File: src/rtl/pc_pkg.sv
// Shared types and defaults for the program-counter unit.
package pc_pkg;

    typedef enum logic [1:0] {
        BOOT   = 2'd0,
        RUN    = 2'd1,
        HALTED = 2'd2
    } pc_state_t;

    localparam logic [63:0] PC_RESET_VECTOR = 64'h0;
    localparam logic [63:0] PC_EXC_VECTOR   = 64'h100;

    // Low-bit mask that must be zero for an instruction-aligned address.
    function automatic logic [63:0] align_mask(input int unsigned instr_bytes);
        return 64'(instr_bytes) - 64'd1;
    endfunction

endpackage

File: src/rtl/pc_if.sv
// Branch/execute <-> PC unit <-> fetch signal bundle.
interface pc_if #(
    parameter int unsigned WIDTH = 64
);
    logic             w;
    logic             fetch_ready;
    logic             br_taken;
    logic             br_reg;
    logic [WIDTH-1:0] br_offset;
    logic [WIDTH-1:0] reg_target;
    logic             exc;
    logic             halt;
    logic             ras_push;
    logic             ras_pop;
    logic [WIDTH-1:0] pc;
    logic             pc_valid;
    logic             misalign;
    logic [1:0]       state;

    modport master (
        output w, fetch_ready, br_taken, br_reg, br_offset, reg_target,
               exc, halt, ras_push, ras_pop,
        input  pc, pc_valid, misalign, state
    );

    modport slave (
        input  w, fetch_ready, br_taken, br_reg, br_offset, reg_target,
               exc, halt, ras_push, ras_pop,
        output pc, pc_valid, misalign, state
    );
endinterface

File: src/rtl/pc_ras.sv
// Circular return-address stack; a push when full overwrites the oldest entry.
module pc_ras #(
    parameter int unsigned WIDTH = 64,
    parameter int unsigned DEPTH = 4
) (
    input  logic             clk,
    input  logic             rst,
    input  logic             push,
    input  logic             pop,
    input  logic [WIDTH-1:0] push_data,
    output logic [WIDTH-1:0] top,
    output logic             empty
);
    localparam int unsigned AW = $clog2(DEPTH);
    localparam logic [AW:0] FULL = (AW+1)'(DEPTH);

    logic [WIDTH-1:0] mem [DEPTH];
    logic [AW-1:0]    ptr;
    logic [AW-1:0]    ptr_inc;
    logic [AW:0]      count;
    logic             do_pop;

    assign empty   = (count == '0);
    assign top     = mem[ptr];
    assign do_pop  = pop && !empty;
    assign ptr_inc = ptr + 1'b1;

    always_ff @(posedge clk) begin
        if (rst) begin
            ptr   <= '0;
            count <= '0;
            for (int unsigned i = 0; i < DEPTH; i++) mem[i] <= '0;
        end else if (do_pop && push) begin
            // Pop-then-push collapses to replacing the top entry.
            mem[ptr] <= push_data;
        end else if (do_pop) begin
            ptr   <= ptr - 1'b1;
            count <= count - 1'b1;
        end else if (push) begin
            ptr          <= ptr_inc;
            mem[ptr_inc] <= push_data;
            if (count != FULL) count <= count + 1'b1;
        end
    end

endmodule

File: src/rtl/pc_unit.sv
// Program counter with next-PC selection, fetch handshake and boot/run/halt FSM.
// Optional return-address stack enabled by defining PC_RAS_EN.
module pc_unit
    import pc_pkg::*;
#(
    parameter int unsigned      WIDTH        = 64,
    parameter int unsigned      INSTR_BYTES  = 4,
    parameter logic [WIDTH-1:0] RESET_VECTOR = WIDTH'(PC_RESET_VECTOR),
    parameter logic [WIDTH-1:0] EXC_VECTOR   = WIDTH'(PC_EXC_VECTOR),
    parameter int unsigned      RAS_DEPTH    = 4
) (
    input logic clk,
    input logic rst,
    pc_if.slave bus
);
    localparam logic [WIDTH-1:0] INC        = WIDTH'(INSTR_BYTES);
    localparam logic [WIDTH-1:0] ALIGN_MASK = WIDTH'(align_mask(INSTR_BYTES));

    pc_state_t        state_q, state_n;
    logic [WIDTH-1:0] pc_q, pc_n;
    logic             mis_q, mis_n;
    logic             adv;
    logic [WIDTH-1:0] rel_target;
    logic [WIDTH-1:0] target;

    assign adv        = bus.w & bus.fetch_ready;
    assign rel_target = pc_q + (bus.br_offset * INC);

`ifdef PC_RAS_EN
    logic             ras_empty;
    logic [WIDTH-1:0] ras_top;
    logic             ras_hit;
    logic             run_adv;

    assign ras_hit = bus.br_reg & bus.ras_pop & ~ras_empty;
    assign target  = bus.br_reg ? (ras_hit ? ras_top : bus.reg_target) : rel_target;
    // Stack only moves on the same path that lets the PC advance.
    assign run_adv = (state_q == RUN) & ~bus.exc & ~bus.halt & adv;

    pc_ras #(
        .WIDTH (WIDTH),
        .DEPTH (RAS_DEPTH)
    ) u_ras (
        .clk       (clk),
        .rst       (rst),
        .push      (run_adv & bus.ras_push),
        .pop       (run_adv & bus.br_taken & ras_hit),
        .push_data (pc_q + INC),
        .top       (ras_top),
        .empty     (ras_empty)
    );
`else
    assign target = bus.br_reg ? bus.reg_target : rel_target;
`endif

    always_ff @(posedge clk) begin
        if (rst) begin
            state_q <= BOOT;
            pc_q    <= RESET_VECTOR;
            mis_q   <= 1'b0;
        end else begin
            state_q <= state_n;
            pc_q    <= pc_n;
            mis_q   <= mis_n;
        end
    end

    always_comb begin
        state_n = state_q;
        pc_n    = pc_q;
        mis_n   = mis_q;
        case (state_q)
            BOOT: state_n = RUN;
            RUN: begin
                if (bus.exc) begin
                    pc_n = EXC_VECTOR;
                end else if (bus.halt) begin
                    state_n = HALTED;
                end else if (adv && bus.br_taken) begin
                    pc_n = target;
                    if ((target & ALIGN_MASK) != '0) begin
                        mis_n   = 1'b1;
                        state_n = HALTED;
                    end
                end else if (adv) begin
                    pc_n = pc_q + INC;
                end
            end
            default: ;
        endcase
    end

    assign bus.pc       = pc_q;
    assign bus.pc_valid = (state_q == RUN);
    assign bus.misalign = mis_q;
    assign bus.state    = state_q;

endmodule
File: src/flat_wrapper.sv
// flat-port wrapper written by rule: the top's interface ports become plain ports
module pc_unit_flat import pc_pkg::*;
#(
    parameter int unsigned      WIDTH        = 64,
    parameter int unsigned      INSTR_BYTES  = 4,
    parameter logic [WIDTH-1:0] RESET_VECTOR = WIDTH'(PC_RESET_VECTOR),
    parameter logic [WIDTH-1:0] EXC_VECTOR   = WIDTH'(PC_EXC_VECTOR),
    parameter int unsigned      RAS_DEPTH    = 4
)
  (clk, rst, bus_w, bus_fetch_ready, bus_br_taken, bus_br_reg, bus_br_offset, bus_reg_target, bus_exc, bus_halt, bus_ras_push, bus_ras_pop, bus_pc, bus_pc_valid, bus_misalign, bus_state);
  pc_if #(.WIDTH(WIDTH)) bus_i ();
  input logic clk;
  input logic rst;
  input wire logic [$bits(bus_i.w)-1:0] bus_w;
  input wire logic [$bits(bus_i.fetch_ready)-1:0] bus_fetch_ready;
  input wire logic [$bits(bus_i.br_taken)-1:0] bus_br_taken;
  input wire logic [$bits(bus_i.br_reg)-1:0] bus_br_reg;
  input wire logic [$bits(bus_i.br_offset)-1:0] bus_br_offset;
  input wire logic [$bits(bus_i.reg_target)-1:0] bus_reg_target;
  input wire logic [$bits(bus_i.exc)-1:0] bus_exc;
  input wire logic [$bits(bus_i.halt)-1:0] bus_halt;
  input wire logic [$bits(bus_i.ras_push)-1:0] bus_ras_push;
  input wire logic [$bits(bus_i.ras_pop)-1:0] bus_ras_pop;
  output wire logic [$bits(bus_i.pc)-1:0] bus_pc;
  output wire logic [$bits(bus_i.pc_valid)-1:0] bus_pc_valid;
  output wire logic [$bits(bus_i.misalign)-1:0] bus_misalign;
  output wire logic [$bits(bus_i.state)-1:0] bus_state;
  assign bus_i.w = bus_w;
  assign bus_i.fetch_ready = bus_fetch_ready;
  assign bus_i.br_taken = bus_br_taken;
  assign bus_i.br_reg = bus_br_reg;
  assign bus_i.br_offset = bus_br_offset;
  assign bus_i.reg_target = bus_reg_target;
  assign bus_i.exc = bus_exc;
  assign bus_i.halt = bus_halt;
  assign bus_i.ras_push = bus_ras_push;
  assign bus_i.ras_pop = bus_ras_pop;
  assign bus_pc = bus_i.pc;
  assign bus_pc_valid = bus_i.pc_valid;
  assign bus_misalign = bus_i.misalign;
  assign bus_state = bus_i.state;
  pc_unit #(.WIDTH(WIDTH), .INSTR_BYTES(INSTR_BYTES), .RESET_VECTOR(RESET_VECTOR), .EXC_VECTOR(EXC_VECTOR), .RAS_DEPTH(RAS_DEPTH)) u_core (.clk(clk), .rst(rst), .bus(bus_i));
endmodule
File: config.mk
export PLATFORM = sky130hd
export DESIGN_NAME = pc_unit_flat
export DESIGN_NICKNAME = d
export VERILOG_FILES = /design/src/rtl/pc_pkg.sv /design/src/rtl/pc_if.sv /design/src/rtl/pc_ras.sv /design/src/rtl/pc_unit.sv /design/src/flat_wrapper.sv
export SDC_FILE = /design/constraint.sdc
export NUM_CORES = 1
export LEC_CHECK = 0
export BUFFER_PORTS_ARGS = -buffer_cell sky130_fd_sc_hd__clkbuf_2
export CAP_MARGIN = 0
export CORE_MARGIN = 1.5
export CORE_UTILIZATION = 25
export CTS_BUF_LIST = sky130_fd_sc_hd__clkbuf_4
export DETAILED_ROUTE_END_ITERATION = 8
export MAX_ROUTING_LAYER = met4
export PLACE_DENSITY = 0.42
export SYNTH_ARGS = -nofsm -noshare
export SYNTH_HDL_FRONTEND = slang
export SYNTH_HIERARCHICAL = 1
export SYNTH_SLANG_ARGS = --single-unit
File: constraint.sdc
create_clock -name clk -period 3.55 [get_ports clk]
set_clock_uncertainty 0.1 [all_clocks]
set_input_delay 0.71 -clock clk [delete_from_list [all_inputs] [get_ports clk]]
set_output_delay 0.71 -clock clk [all_outputs]
set_load 0.005 [all_outputs]
==> reports/qor.csv <==
metric,value,unit
setup_viol,0,
tritoncts,yes,
crit_chain,ha_1 > nand4_1 > or3_1 > nand3_1 > o21ai_1 > a2111oi_4 > o21bai_1 > a2111oi_2 > buf_4 > o41ai_1 > a221o_1,
cts_buffers,9,
viasPerCell,5.30,
hold_buffers,0,
p_per_area,168,mW/mm^2
crit_path_start,u_core/bus.pc[20],
path_clk_slew,0.16,ns
rows,67,
hold_path.class,input port to flip-flop,
dp_worst_setup_slack,-0.503,ns
totalWireLength,39800,um
ys_ff_latch,67,
clockRootBuffer,clkbuf_4,
port_buffers,201,
syn_area_per_cell,6.99,sq um
async_flop_share,0,
cts_max_path_buffers,2,
grt_pass1_wl,60100,um
fmax,293,MHz
cts_resized,0,
yosysTopAreaCell,dfxtp_1,
synthCells,1215,
tightest_slew,0.720,ns
cap_violations,0,
clock-sinks,67,
hpwl,32100,um
grt_remaining_overflow,0,
cp.required,3.85,ns
grt_antenna_before_repair,2,
final-hold-violation-count,0,
initial_core_util,0.253,
io_pins,206,
syn_area,0.00850,sq mm
num_vias,10601,
ys_warn_count,6,
r2r-start,u_core/bus.pc[20],
route.detailed.drc,0,
finalNetCount,1745,
drv_slew,0,
power,1.91,mW
fillCellCount,3753,
vdd_ir_drop_max,0.000119,V
arrival,3.71,ns
stdcell_count,1999,
status,completed,
yosysTopAreaCellShare,0.158,
die_width,187,um
worstHoldStart,bus_reg_target[53],
areaGrowthSynthToFinish,33.4,%
layout_setup_ws,0.137,ns
rsz0062_at_grt,false,
postRouteAntennaNets,0,
drtIter0Drc,745,
cp-start-kind,flip-flop,
drive_gt1_frac,0.284,
grt_pass1_vias,10254,
ys.flop_type,dfxtp_1,
synth_cell_types,89,
cts_setup_buffers,0,
end_kind,flip-flop,
dp.cells,1981,
clk_latency,0.49,ns
slew-limit-headroom,0.519,
critPathMaxFanout,7,
synth_edf_count,0,
utilization,0.338,
crit_type,flip-flop to flip-flop,
min_period_over_period,0.961,
cts_max_level,3,
synth_nets,1416,
synthTopCellsByArea,"dfxtp_1 (16%), ha_1 (9.1%), a21oi_1 (7.5%)",
gp_congestion,0.946,
gr-usage-all-layers,0.227,
worst_path_max_delay_cell,a2111oi_4,
die_y,187,um
yosysSeqAreaShare,0.158,
finalCriticalPeriod,3.41,ns
dieArea,0.0351,sq mm
drt_first_pass_iters,5,
post_drt_wl_per_cell,19.9,um
core_area,0.0335,sq mm
critical-path-max-stage-delay,0.48,ns
leakagePower,5.17,nW
grt_max_degree,40,
fin_hold_ws,0.374,ns
-- cell usage after synthesis (14+ instances only) --
| master | count |
|---|---|
| xnor2_1 | 33 |
| o211ai_1 | 17 |
| ha_1 | 62 |
| a21o_1 | 45 |
| o21ai_0 | 109 |
| nor3_1 | 37 |
| a21oi_1 | 127 |
| o21a_1 | 14 |
| clkbuf_1 | 43 |
| nand4_1 | 24 |
| inv_1 | 21 |
| nand3_1 | 47 |
| xor2_1 | 34 |
| a31oi_1 | 18 |
| dfxtp_1 | 67 |
| nand2_1 | 148 |
| nor2_1 | 101 |
| and3_1 | 18 |
-- worst max-delay path: cells and delay by family (launching register included) --
family | cells | cell delay, ns
flip-flops | 1 | 0.35
adder cells (fa/ha/maj) | 1 | 0.41
AND/OR/NAND/NOR | 3 | 0.71
buffers and inverters | 1 | 0.17
AO/OA/AOI/OAI | 6 | 1.60
-- per-stage QoR --
stage	TNS (ns)	area (sq um)
3_5_place_dp	-6.68	11200
3_3_place_gp	-6.43	11200
4_1_cts	0	11300
2_1_floorplan	0	8500
6_report	0	11300
5_1_grt	0	11300
-- cell usage in the layout, fill, tap and decap left out, drive strengths merged, types with 9 or more instances in the layout --
master,Yosys,layout
xnor2,33,33
inv,21,22
o21a,14,14
a21oi,128,128
a32oi,9,9
xor2,34,34
ha,62,62
and4,10,10
o31ai,12,12
o211ai,17,17
nand3,47,47
nand4,24,24
o21ai,118,118
nand2,149,149
o21bai,9,9
and3,19,19
nand2b,10,10
a31oi,18,18
clkbuf,44,210
a21o,46,46
dfxtp,67,67
nor2,103,103
a22oi,11,11
nor2b,12,12
nor3,38,38
mux2i,12,12
buf,22,185
a211oi,12,12
-- registers in the layout (all words and copies together) (netlist names) --
name	count
u_core/bus.misalign	1
u_core/bus.pc	64
u_core/bus.state	2
-- layout make-up --
cell class | instances | area [sq um] | share of cell area
clock inverter | 6 | 73.8 | 0.00651
multi-input combinational | 1060 | 6800 | 0.600
clock buffer | 10 | 75.1 | 0.00662
antenna | 2 | 5.00 | 0.000441
inverter | 21 | 78.8 | 0.00695
tap | 448 | 561 | 0.0494
timing repair buffer | 385 | 2400 | 0.212
sequential | 67 | 1340 | 0.118
-- cells by family (layout without fill, tap and decap cells) --
| logic type | after synthesis | after routing | synth area share |
|---|---|---|---|
| AOI/OAI and AO/OA | 460 | 460 | 0.359 |
| xor gates and xnor gates | 67 | 67 | 0.0691 |
| adders and majority gates | 63 | 63 | 0.0936 |
| buffers and inverters | 88 | 422 | 0.0461 |
| DFF | 67 | 67 | 0.158 |
| muxes | 13 | 13 | 0.0159 |
| other | 0 | 2 | 0 |
| and+or+nand+nor | 457 | 457 | 0.259 |
-- metal layers --
metal | track usage | part of all wire | vias to the layer above | wire (um)
met1 | 0.304 | 0.47 | 4984 | 18500
met5 | - | 0 | - | 0
met2 | 0.358 | 0.46 | 366 | 18100
met4 | 0.0637 | 0.022 | 0 | 887
met3 | 0.0306 | 0.056 | 46 | 2220
li1 | - | - | 5205 | -
-- worst paths after layout --
path / slack (ns) / cells after the start / endpoint
worst max-delay path: 0.14 / 11 / u_core/bus.pc[57]
worst min-delay path: 0.37 / 3 / u_core/bus.pc[53]
worst max register to register: 0.14 / 11 / u_core/bus.pc[57]
worst min register to register: 0.41 / 2 / u_core/bus.misalign
-- report_power, final --
part / switching (mW) / internal, mW / leakage [nW]
Combinational: 0.322 / 0.222 / 4.55
Clock: 0.370 / 0.230 / 0.0812
Sequential: 0.00447 / 0.757 / 0.541
Total: 0.696 / 1.21 / 5.17
No activity file was read; power rests on OpenSTA's default activity.
